--- config.mk ---
export PLATFORM = sky130hd
export DESIGN_NAME = hazard_control
export DESIGN_NICKNAME = d
export VERILOG_FILES = /design/src/rtl/pipeline_pkg.sv /design/src/rtl/forward_select.sv /design/src/rtl/hazard_control.sv
export SDC_FILE = /design/constraint.sdc
export NUM_CORES = 1
export LEC_CHECK = 0
export CAP_MARGIN = 10
export CORE_ASPECT_RATIO = 1.1
export CORE_UTILIZATION = 44
export CTS_CLUSTER_DIAMETER = 200
export DETAILED_ROUTE_END_ITERATION = 6
export GPL_TIMING_DRIVEN = 0
export PLACE_DENSITY = 0.9
export SYNTH_ARGS = -nofsm -noshare
export SYNTH_HDL_FRONTEND = slang
export SYNTH_HIERARCHICAL = 1
export SYNTH_SLANG_ARGS = --single-unit
--- constraint.sdc ---
create_clock -name clk -period 4.5 [get_ports clk]
set_input_delay 0.9 -clock clk [delete_from_list [all_inputs] [get_ports clk]]
set_output_delay 0.9 -clock clk [all_outputs]
set_load 0.01 [all_outputs]
--- src/rtl/pipeline_pkg.sv ---
`default_nettype none
// ============================================================================
// Module      : pipeline_pkg
// Description : Shared forwarding encodings and pipeline shadow-stage type.
// Revision    : 1.0 - initial release
// ============================================================================
package pipeline_pkg;

  localparam logic [1:0] FWD_REG   = 2'b00;
  localparam logic [1:0] FWD_EXMEM = 2'b10;
  localparam logic [1:0] FWD_MEMWB = 2'b01;
  localparam logic [4:0] XZR       = 5'd31;

  typedef struct packed {
    logic       valid;
    logic [4:0] rd;
    logic       reg_write;
    logic       mem_read;
  } shadow_stage_t;

  localparam shadow_stage_t SHADOW_RESET = '{valid: 1'b0, rd: XZR, reg_write: 1'b0, mem_read: 1'b0};

  // XZR is never a hazard source.
  function automatic logic stage_writes(input shadow_stage_t s, input logic [4:0] src);
    return s.valid && s.reg_write && (s.rd != XZR) && (s.rd == src);
  endfunction

endpackage
`default_nettype wire

--- src/rtl/forward_select.sv ---
`default_nettype none
// ============================================================================
// Module      : forward_select
// Description : Compares one source register against the ID/EX and EX/MEM
//               shadow stages and returns the 2-bit operand select.
// Revision    : 1.0 - initial release
// ============================================================================
module forward_select
  import pipeline_pkg::*;
(
  input  logic [4:0]    src_i,
  input  shadow_stage_t idex_i,
  input  shadow_stage_t exmem_i,
  output logic [1:0]    sel_o
);

  // The younger producer wins.
  always_comb begin
    sel_o = FWD_REG;
    if (stage_writes(idex_i, src_i)) begin
      sel_o = FWD_EXMEM;
    end else if (stage_writes(exmem_i, src_i)) begin
      sel_o = FWD_MEMWB;
    end
  end

endmodule
`default_nettype wire

--- src/rtl/hazard_control.sv ---
`default_nettype none
// ============================================================================
// Module      : hazard_control
// Description : Five-stage pipeline hazard controller: registered forwarding
//               selects, load-use stall, taken-branch flush, dmem freeze.
//               Optional performance counters under HAZARD_PERF_EN.
// Revision    : 1.0 - initial release
// ============================================================================
module hazard_control
  import pipeline_pkg::*;
#(
  parameter int FLUSH_DEPTH = 3
) (
  input  logic        clk,
  input  logic        reset,
  input  logic [4:0]  id_rn,
  input  logic [4:0]  id_rm,
  input  logic        id_uses_rm,
  input  logic [4:0]  id_rd,
  input  logic        id_reg_write,
  input  logic        id_mem_read,
  input  logic        branch_taken,
  input  logic        dmem_wait,
  output logic [1:0]  forwardA,
  output logic [1:0]  forwardB,
  output logic        pc_write,
  output logic        if_id_write,
  output logic        id_ex_bubble,
  output logic        flush_if_id,
  output logic        flush_id_ex,
  output logic        flush_ex_mem,
  output logic [31:0] stall_cycles,
  output logic [31:0] flush_count
);

  localparam logic FLUSH_ID_EX  = (FLUSH_DEPTH >= 2);
  localparam logic FLUSH_EX_MEM = (FLUSH_DEPTH >= 3);

  shadow_stage_t idex_q, idex_d;
  shadow_stage_t exmem_q, exmem_d;
  shadow_stage_t memwb_q, memwb_d;
  shadow_stage_t id_stage;
  logic [1:0]    fwd_a_q, fwd_a_d;
  logic [1:0]    fwd_b_q, fwd_b_d;
  logic [1:0]    sel_a, sel_b;
  logic          load_use;
  logic          do_flush;
  logic          do_stall;
  logic          unused_memwb;

  assign id_stage = '{valid: 1'b1, rd: id_rd, reg_write: id_reg_write, mem_read: id_mem_read};

  forward_select u_fwd_a (
    .src_i   (id_rn),
    .idex_i  (idex_q),
    .exmem_i (exmem_q),
    .sel_o   (sel_a)
  );

  forward_select u_fwd_b (
    .src_i   (id_rm),
    .idex_i  (idex_q),
    .exmem_i (exmem_q),
    .sel_o   (sel_b)
  );

  always_comb begin
    load_use = idex_q.valid && idex_q.mem_read && (idex_q.rd != XZR) &&
               ((idex_q.rd == id_rn) || (id_uses_rm && (idex_q.rd == id_rm)));
    do_flush = !dmem_wait && branch_taken;
    do_stall = !dmem_wait && !branch_taken && load_use;
  end

  assign pc_write     = !dmem_wait && !do_stall;
  assign if_id_write  = !dmem_wait && !do_stall;
  assign id_ex_bubble = do_stall;
  assign flush_if_id  = do_flush;
  assign flush_id_ex  = do_flush && FLUSH_ID_EX;
  assign flush_ex_mem = do_flush && FLUSH_EX_MEM;
  assign forwardA     = fwd_a_q;
  assign forwardB     = fwd_b_q;

  always_comb begin
    idex_d  = idex_q;
    exmem_d = exmem_q;
    memwb_d = memwb_q;
    fwd_a_d = fwd_a_q;
    fwd_b_d = fwd_b_q;
    if (!dmem_wait) begin
      memwb_d = exmem_q;
      exmem_d = idex_q;
      idex_d  = id_stage;
      fwd_a_d = sel_a;
      fwd_b_d = id_uses_rm ? sel_b : FWD_REG;
      if (do_flush) begin
        if (FLUSH_ID_EX) begin
          idex_d  = SHADOW_RESET;
          fwd_a_d = FWD_REG;
          fwd_b_d = FWD_REG;
        end
        if (FLUSH_EX_MEM) begin
          exmem_d = SHADOW_RESET;
        end
      end else if (do_stall) begin
        idex_d  = SHADOW_RESET;
        fwd_a_d = FWD_REG;
        fwd_b_d = FWD_REG;
      end
    end
  end

  always_ff @(posedge clk or posedge reset) begin
    if (reset) begin
      idex_q  <= SHADOW_RESET;
      exmem_q <= SHADOW_RESET;
      memwb_q <= SHADOW_RESET;
      fwd_a_q <= FWD_REG;
      fwd_b_q <= FWD_REG;
    end else begin
      idex_q  <= idex_d;
      exmem_q <= exmem_d;
      memwb_q <= memwb_d;
      fwd_a_q <= fwd_a_d;
      fwd_b_q <= fwd_b_d;
    end
  end

  // MEM/WB is tracked for completeness; the WB value reaches EX via EX/MEM.
  assign unused_memwb = ^memwb_q;

`ifdef HAZARD_PERF_EN
  logic [31:0] stall_cnt_q, stall_cnt_d;
  logic [31:0] flush_cnt_q, flush_cnt_d;

  always_comb begin
    stall_cnt_d = stall_cnt_q;
    flush_cnt_d = flush_cnt_q;
    if ((dmem_wait || do_stall) && (stall_cnt_q != 32'hFFFF_FFFF)) begin
      stall_cnt_d = stall_cnt_q + 32'd1;
    end
    if (do_flush && (flush_cnt_q != 32'hFFFF_FFFF)) begin
      flush_cnt_d = flush_cnt_q + 32'd1;
    end
  end

  always_ff @(posedge clk or posedge reset) begin
    if (reset) begin
      stall_cnt_q <= 32'd0;
      flush_cnt_q <= 32'd0;
    end else begin
      stall_cnt_q <= stall_cnt_d;
      flush_cnt_q <= flush_cnt_d;
    end
  end

  assign stall_cycles = stall_cnt_q;
  assign flush_count  = flush_cnt_q;
`else
  assign stall_cycles = 32'd0;
  assign flush_count  = 32'd0;
`endif

endmodule
`default_nettype wire
## Word level (Yosys, flattened, before mapping)

Cells that the tools add are included.

| storage, ports and cells | value |
|---|---|
| register bits | 19 |
| bits of input ports | 22 |
| output and inout bits | 74 |
| logic and storage cells | 47 |

| operators by class | value |
|---|---|
| equality and inequality tests | 6 |
| multiplexer cells | 12 |
| reductions and logical operators | 20 |

Operator list:

| kind | number |
|---|---|
| 8-bit two-way mux | 3 |
| 5-bit equality test | 4 |
| 1-bit logical AND | 16 |
| 2-bit two-way mux | 7 |
| 5-bit != test, second input constant | 2 |
| 1-bit zero test | 3 |
| 1-bit two-way mux | 2 |
| 1-bit logical OR | 1 |

## Logic depth before layout (Yosys ltp)

Gate-level depths: netlist of the first run.

| depth | value |
|---|---|
| depth in word-level cells | 8 |
| gate-level depth with buffers | 7 |
| depth with buffers taken out | 7 |

## By module

Netlist of the first run, hierarchy kept.

By module, submodules not included:

| module | instances | cells each | area an instance (um^2) | sequential area each (um^2) |
|---|---|---|---|---|
| hazard_control | 1 | 177 | 1,571.5 | 513.0 |
| forward_select | 2 | 21 | 151.4 | 0.0 |

## Worst setup path after synthesis of the first run

OpenSTA, ideal clock, no wires.

| timing path | value |
|---|---|
| kind | in2out |
| start | in id_rn[4] |
| end | out pc_write |
| arrival | 1.678 ns |
| required time | 3.600 ns |
| setup slack | 1.922 ns |
| stages | 5 |
| buffers on the path | 1 |
| path through | xnor2_1 nand3_1 o22ai_2 a21oi_1 buf_4 |

| between the ends | value |
|---|---|
| word-level cells in the longest chain between the ends | 6 |

RTL lines:

| what | RTL line | text |
|---|---|---|
| from (decl) | hazard_control.sv:16 | `input logic [4:0] id_rn,` |
| 5-bit equality test | hazard_control.sv:69 | `((idex_q.rd == id_rn) \|\| (id_uses_rm && (idex_q.rd == id_rm)));` |
| 1-bit logical OR | hazard_control.sv:69 |  |
| 1-bit logical AND | hazard_control.sv:68 | `load_use = idex_q.valid && idex_q.mem_read && (idex_q.rd != XZR) &&` |
| 1-bit logical AND | hazard_control.sv:71 | `do_stall = !dmem_wait && !branch_taken && load_use;` |
| 1-bit zero test | -- |  |
| 1-bit logical AND | -- |  |
| to (decl) | hazard_control.sv:26 | `output logic pc_write,` |

Every way passes these cells.

## Worst setup path after layout of the first run

| timing path | value |
|---|---|
| start | in id_rm[1] |
| end | out pc_write |

| between the ends | value |
|---|---|
| word-level cells in the longest chain between the ends | 7 |

RTL lines:

| what | RTL line | text |
|---|---|---|
| from (decl) | hazard_control.sv:17 | `input logic [4:0] id_rm,` |
| 5-bit equality test | hazard_control.sv:69 |  |
| 1-bit logical AND | hazard_control.sv:69 |  |
| 1-bit logical OR | hazard_control.sv:69 |  |
| 1-bit logical AND | hazard_control.sv:68 |  |
| 1-bit logical AND | hazard_control.sv:71 |  |
| 1-bit zero test | hazard_control.sv:74 | `assign pc_write = !dmem_wait && !do_stall;` |
| 1-bit logical AND | hazard_control.sv:74 |  |

Every way passes these cells.

==> key figures, run 1 <==
Global routing
  • Number of global-route vias before repair: between 1000 and 1500
  • Largest net degree at the start of global routing: 20
  • Overall routing resource usage: a little under a fifth
  • Grt total ovfl: 0
  • First-pass GRT wire length: approximately 6500 um
  • Initial antenna violation count: 0

Worst setup path
  • Kind of critical path: input pin to output pin
  • Slowest cell on crit path: clkdlybuf4s50_1
  • CP Cell Sequence: clkdlybuf4s50_1 -> xnor2_1 -> nand4_1 -> o22ai_2 -> a21oi_1 -> buf_4 -> clkdlybuf4s50_1
  • Crit path capture type: output pin
  • CP peak stage delay: ~0.6 ns
  • Worst Path Buf+Inv: 3
  • Worst EP arrival: between 2 and 3 ns
  • Crit path max-delay family: buffers and inverters
  • CP max FO: 6
  • Critical path launch point type: input pin
  • CP required: 3.60 ns
  • CP most frequent cell: clkdlybuf4s50_1

Die
  • Die Y-Extent: around 70 um
  • Die Wd: approximately 64 um
  • DIE AREA: around 0.0044 sq mm
  • Core area: 0.00399 sq mm
  • I/O Pins: 96
  • Initial Util: around 46%
  • Row cnt: 24

CTS
  • Clock buffer depth: 2
  • CTS sink count: 19
  • TritonCTS clock tree: done
  • Setup bufs post-CTS: 0
  • Post_cts resized: 0
  • Clk Latency, worst-skew pair: approximately 0.26 ns
  • CTS Buf Count: 3
  • Hold_buf cts: 0
  • Clk root buf: clkbuf_8
  • H-tree depth: 1
  • Reg clk slew, reported paths: approximately 0.070 ns

Timing
  • Slew Viols, Final: 0
  • Final hold violations: 0
  • Worst Tran Pin Value: between 0.7 and 0.8 ns
  • Tcrit/Tclk final: a little over four fifths
  • Slew headroom: 52.9%
  • Max Fclk: between 200 and 300 MHz
  • Final setup TNS: 0 ns
  • RSZ-0062 raised after global routing: false
  • Final setup viols: 0
  • Clock skew: approximately 0.0052 ns
  • Final min period: 3.77 ns

Routing
  • Avg WL per Cell: 10.8 um
  • Post-Route WL: between 3000 and 4000 um
  • Top Layer Used: met4
  • Antenna-violating nets left: 0
  • Router iterations before antenna repair: 4
  • DRC Markers: 0
  • DRT met1 WL: between 1500 and 2000 um
  • DR iter-0 viols: 51
  • Vias/cell: between 4 and 5
  • Met3 wire len: 339 um
  • Met2 WL: ~1900 um
  • DR vias: ~1600

Power and ir drop
  • Pwr/cell area: 227 mW/mm^2
  • Worst IR Drop VDD: ~170 uV
  • Static Leak: about 1.2 nW

Logic synthesis
  • Syn Inst Count: ~220
  • Synthesis Warnings: 6
  • Cell area after synthesis: roughly 0.0018 sq mm
  • Synthesized area per cell: approximately 8.5 sq um

Cells and area
  • Fin cells: 365
  • Layout cell share with drive strength beyond 1: around 30%
  • Number of antenna cells inserted: 0
  • Synth-to-layout area growth: 35.8%
  • Fillers: ~360
  • Nets: 336

Place
  • Port Buf Inserts: 31
  • Placed cells: between 300 and 400
  • DP HPWL: 3020 um
  • Placer Congestion: between 0.8 and 0.9

Job
  • Number of max-cap violations: 0

Min path
  • HP Class: register to register

Status
  • Status: finished, final reports clean
through the flow:
stage | setup slack (ns) | util, % | hold slack [ns] | power (W) | cell area [sq um]
after floorplan | 1.92 | - | 0.474 | 0.000387 | 2070
after global placement | 0.772 | 61.3 | 0.489 | 0.000436 | 2450
after detailed placement | 0.756 | 61.3 | 0.490 | 0.000443 | 2450
after CTS | 0.736 | 62.5 | 0.510 | 0.000564 | 2490
after global routing | 0.625 | 62.5 | 0.539 | 0.000598 | 2490
final | 0.726 | 62.5 | 0.502 | 0.000566 | 2490
path summary, 6_finish.rpt:
kind                               end  cells past startpoint        start  slack (ns)
setup / recovery              pc_write                      7     id_rm[1]        0.73
hold / removal             forwardA[0]                      2  forwardA[0]        0.50
setup reg to reg           forwardB[0]                      7    idex_q[4]        2.51
hold reg to reg            forwardA[0]                      2  forwardA[0]        0.50
max in group asynchronous    idex_q[7]                      2        reset        3.00
min in group asynchronous   exmem_q[1]                      2        reset        1.05
layer usage:
| metal | GRT usage, % | up-vias |
|---|---|---|
| li1 | - | 793 |
| met1 | 22.8 | 706 |
| met2 | 30.4 | 82 |
| met3 | 3.45 | 7 |
| met4 | 7.83 | 0 |
| met5 | 0 | - |
where the power goes:
group | switching [W] | total, W | leakage [nW] | internal [W]
clock | 0.0000587 | 0.000120 | 0.0255 | 0.0000616
sequential | 0.0000392 | 0.000237 | 0.224 | 0.000197
combinational | 0.0000979 | 0.000209 | 0.980 | 0.000111
total | 0.000196 | 0.000566 | 1.23 | 0.000370
sequential cells by signal, indices dropped and copies added (netlist names):
register	count
exmem_q	7
forwardA	2
forwardB	2
idex_q	8
area by class of cell:
class	instances	area [sq um]	area share [%]
plain buffers	71	524	21.0
clock inverters	1	5.00	0.201
flip-flops and latches	19	488	19.6
clock buffers	3	41.3	1.65
well taps	52	65.1	2.61
repair buffers	31	310	12.4
multi-input cells	184	1050	41.9
inverters	4	15.0	0.602
worst reg2reg max path, cell delays in order, from the launching register on:
cell and delay, ns:
dfstp_2 0.67, xnor2_1 0.16, o2111ai_1 0.14, a211oi_2 0.29, nor4_2 0.09, and3_1 0.19, a22o_1 0.20, a21o_1 0.15
cell usage in the layout (no fill, tap or decap), types with 5 or more instances in the layout:
cell type	count
dfstp_2	10
nor2_1	10
nand4_1	5
buf_4	68
clkdlybuf4s50_1	31
nand2_1	21
o2bb2ai_1	5
o21ai_0	11
nand3_1	5
a21oi_1	10
xnor2_1	26
conb_1	64
dfrtp_1	9
Note: power is estimated with default switching activity, not from simulation.
==> inputs of run 2 (changes only) <==
CORE_UTILIZATION = 40   (was 44)
PLACE_DENSITY = 0.83   (was 0.9)
clock period = 3.8 ns   (was 4.5 ns; I/O delays follow)
==> run 2 against run 1 <==
Effect of this change:
- global-route usage is 2.4 points lower
- sequential share of layout area hardly changed
- design area is 0.10% higher
- die area is 9.7% higher
- setup slack worse by 0.43 ns
- combinational power is 18% higher
- clock skew is 0.0044 ns lower
- routed wire length is 3.2% lower
- register-to-register slack worse by 0.73 ns
- largest cell class unchanged
==> key figures, run 2 (synthesis results as in run 1) <==
Status
  • Status: finished, final reports clean

Power and ir drop
  • Pwr/cell area: ~260 mW/mm^2
  • Clock power share: approximately a fifth
  • NetSw: about 0.00022 W
  • Logic pwr share: between 30% and 40%
  • Seq pwr share: a little over two fifths
  • Static Leak: ~1.2 nW
  • Net Sw Frac: 33.8%
  • Worst IR Drop VDD: between 100 and 150 uV
  • Pint: roughly 0.00044 W

Die
  • Die Y-Extent: approximately 73 um
  • Row cnt: 25
  • Core area: approximately 0.0043 sq mm
  • Die Wd: 66.6 um
  • DIE AREA: roughly 0.0049 sq mm
  • I/O Pins: 96
  • Initial Util: between 40 and 50%

Worst setup path
  • CP Cell Sequence: clkdlybuf4s50_1 -> xnor2_1 -> nand4_1 -> o22ai_2 -> a21oi_1 -> buf_4 -> clkdlybuf4s50_1
  • R2R cell count: 7
  • Worst r2r src: idex_q[4]
  • Critical path launch point type: input pin
  • Worst EP arrival: between 2 and 3 ns
  • Slowest cell on crit path: clkdlybuf4s50_1
  • Reg-to-reg slack, setup: 1.78 ns
  • CP required: between 3 and 4 ns
  • Kind of critical path: input pin to output pin
  • CP max FO: 6
  • Crit path capture type: output pin
  • CP peak stage delay: roughly 0.60 ns
  • Reg-to-reg critical path endpoint: forwardB[0]
  • CP most frequent cell: clkdlybuf4s50_1

Cells and area
  • Synth-to-layout area growth: 36.0%
  • Nets: between 300 and 400
  • Number of antenna cells inserted: 0
  • Layout cell share with drive strength beyond 1: a little under a third
  • Largest Register: idex_q
  • Top Registers: idex_q (8), exmem_q (7)
  • Most frequent cells in the layout: buf_4 (68), conb_1 (64), clkdlybuf4s50_1 (31)
  • Commonest non-fill, non-tap cell in the layout: buf_4
  • Fin cells: around 370
  • Max reg flops: 8

CTS
  • Setup bufs post-CTS: 0
  • CTS Buf Count: 3
  • Clk Latency, worst-skew pair: roughly 0.25 ns
  • H-tree depth: 1
  • CTS sink count: 19
  • Hold_buf cts: 0
  • Post_cts resized: 0
  • Reg clk slew, reported paths: about 0.07 ns
  • Clk root buf: clkbuf_8
  • Clock buffer depth: 2
  • TritonCTS clock tree: done

Place
  • Placer Congestion: between 0.8 and 0.9
  • Port Buf Inserts: 31
  • DP HPWL: approximately 3000 um
  • Placed cells: 363

Routing
  • DR vias: ~1600
  • Router iterations before antenna repair: 4
  • DR iter-0 viols: 81
  • Antenna-violating nets left: 0
  • DRC Markers: 0
  • Avg WL per Cell: between 10 and 15 um
  • Vias/cell: between 4 and 5
  • Post-Route WL: between 3000 and 4000 um

Timing
  • Final setup TNS: 0 ns
  • Clock skew: around 0.00087 ns
  • Tcrit/Tclk final: 92.1%
  • Slew Viols, Final: 0
  • Final setup viols: 0
  • Worst Tran Pin Value: approximately 0.67 ns
  • RSZ-0062 raised after global routing: false
  • Final hold violations: 0
  • Max Fclk: ~290 MHz
  • Final min period: 3.50 ns
  • Slew headroom: 55.3%

Min path
  • Hold Crit Start: forwardA[0]
  • HP Class: register to register
  • Hold path depth: 2
  • Worst hold endpoint: forwardA[0]

Global routing
  • Largest net degree at the start of global routing: 20
  • Grt total ovfl: 0
  • Overall routing resource usage: around 16%
  • Number of global-route vias before repair: approximately 1300
  • First-pass GRT wire length: ~5900 um
  • Initial antenna violation count: 0

Job
  • Number of max-cap violations: 0
==> run 2: metal layers <==
layer	track usage (%)	routed length, um
met5	0	0
met4	6.15	56
met3	2.03	299
met2	27.0	1910
met1	20.2	1570
==> run 2: worst max-delay path by stage <==
stage | cells after the start | from | end | slack [ns]
after detailed placement | 7 | id_rm[1] | pc_write | 0.33
after global routing | 7 | id_rn[0] | pc_write | 0.23
after global placement | 6 | id_rm[1] | id_ex_bubble | 0.35
final | 7 | id_rm[1] | pc_write | 0.30
after floorplan | 5 | id_rn[4] | pc_write | 1.50
after CTS | 7 | id_rm[1] | pc_write | 0.32
==> run 2: power groups by stage <==
stage                     Clock (W)  Combinational, W  Sequential (W)
after global routing       0.000148          0.000270        0.000283
after detailed placement          0          0.000242        0.000283
final                      0.000137          0.000246        0.000279
after floorplan                   0          0.000191        0.000268
after global placement            0          0.000238        0.000280
after CTS                  0.000140          0.000243        0.000279
==> run 2: stage by stage <==
| stage | utilization [%] | area, sq um | hold slack [ns] | power (W) | worst slack (ns) |
|---|---|---|---|---|---|
| after floorplan | - | 2070 | 0.474 | 0.000459 | 1.50 |
| after global routing | 57.4 | 2500 | 0.544 | 0.000701 | 0.231 |
| after CTS | 57.4 | 2500 | 0.511 | 0.000663 | 0.316 |
| final | 57.4 | 2500 | 0.511 | 0.000662 | 0.301 |
| after detailed placement | 56.4 | 2450 | 0.495 | 0.000525 | 0.331 |
| after global placement | 56.4 | 2450 | 0.490 | 0.000518 | 0.346 |
==> run 2: cell type report <==
cell class,count,area [sq um]
clock buffer,3,41.3
clock inverter,1,5.00
sequential,19,488
inverter,4,15.0
tap,54,67.6
timing repair buffer,31,310
multi-input combinational,184,1050
buffer,71,524
fill,407,1850
==> run 2: critical path: cells and delay by family <==
kind                      cells  cell delay (ns)
buffers and inverters         3             1.22
AOI/OAI and AO/OA             2             0.44
xor gates and xnor gates      1             0.16
and+or+nand+nor               1             0.16
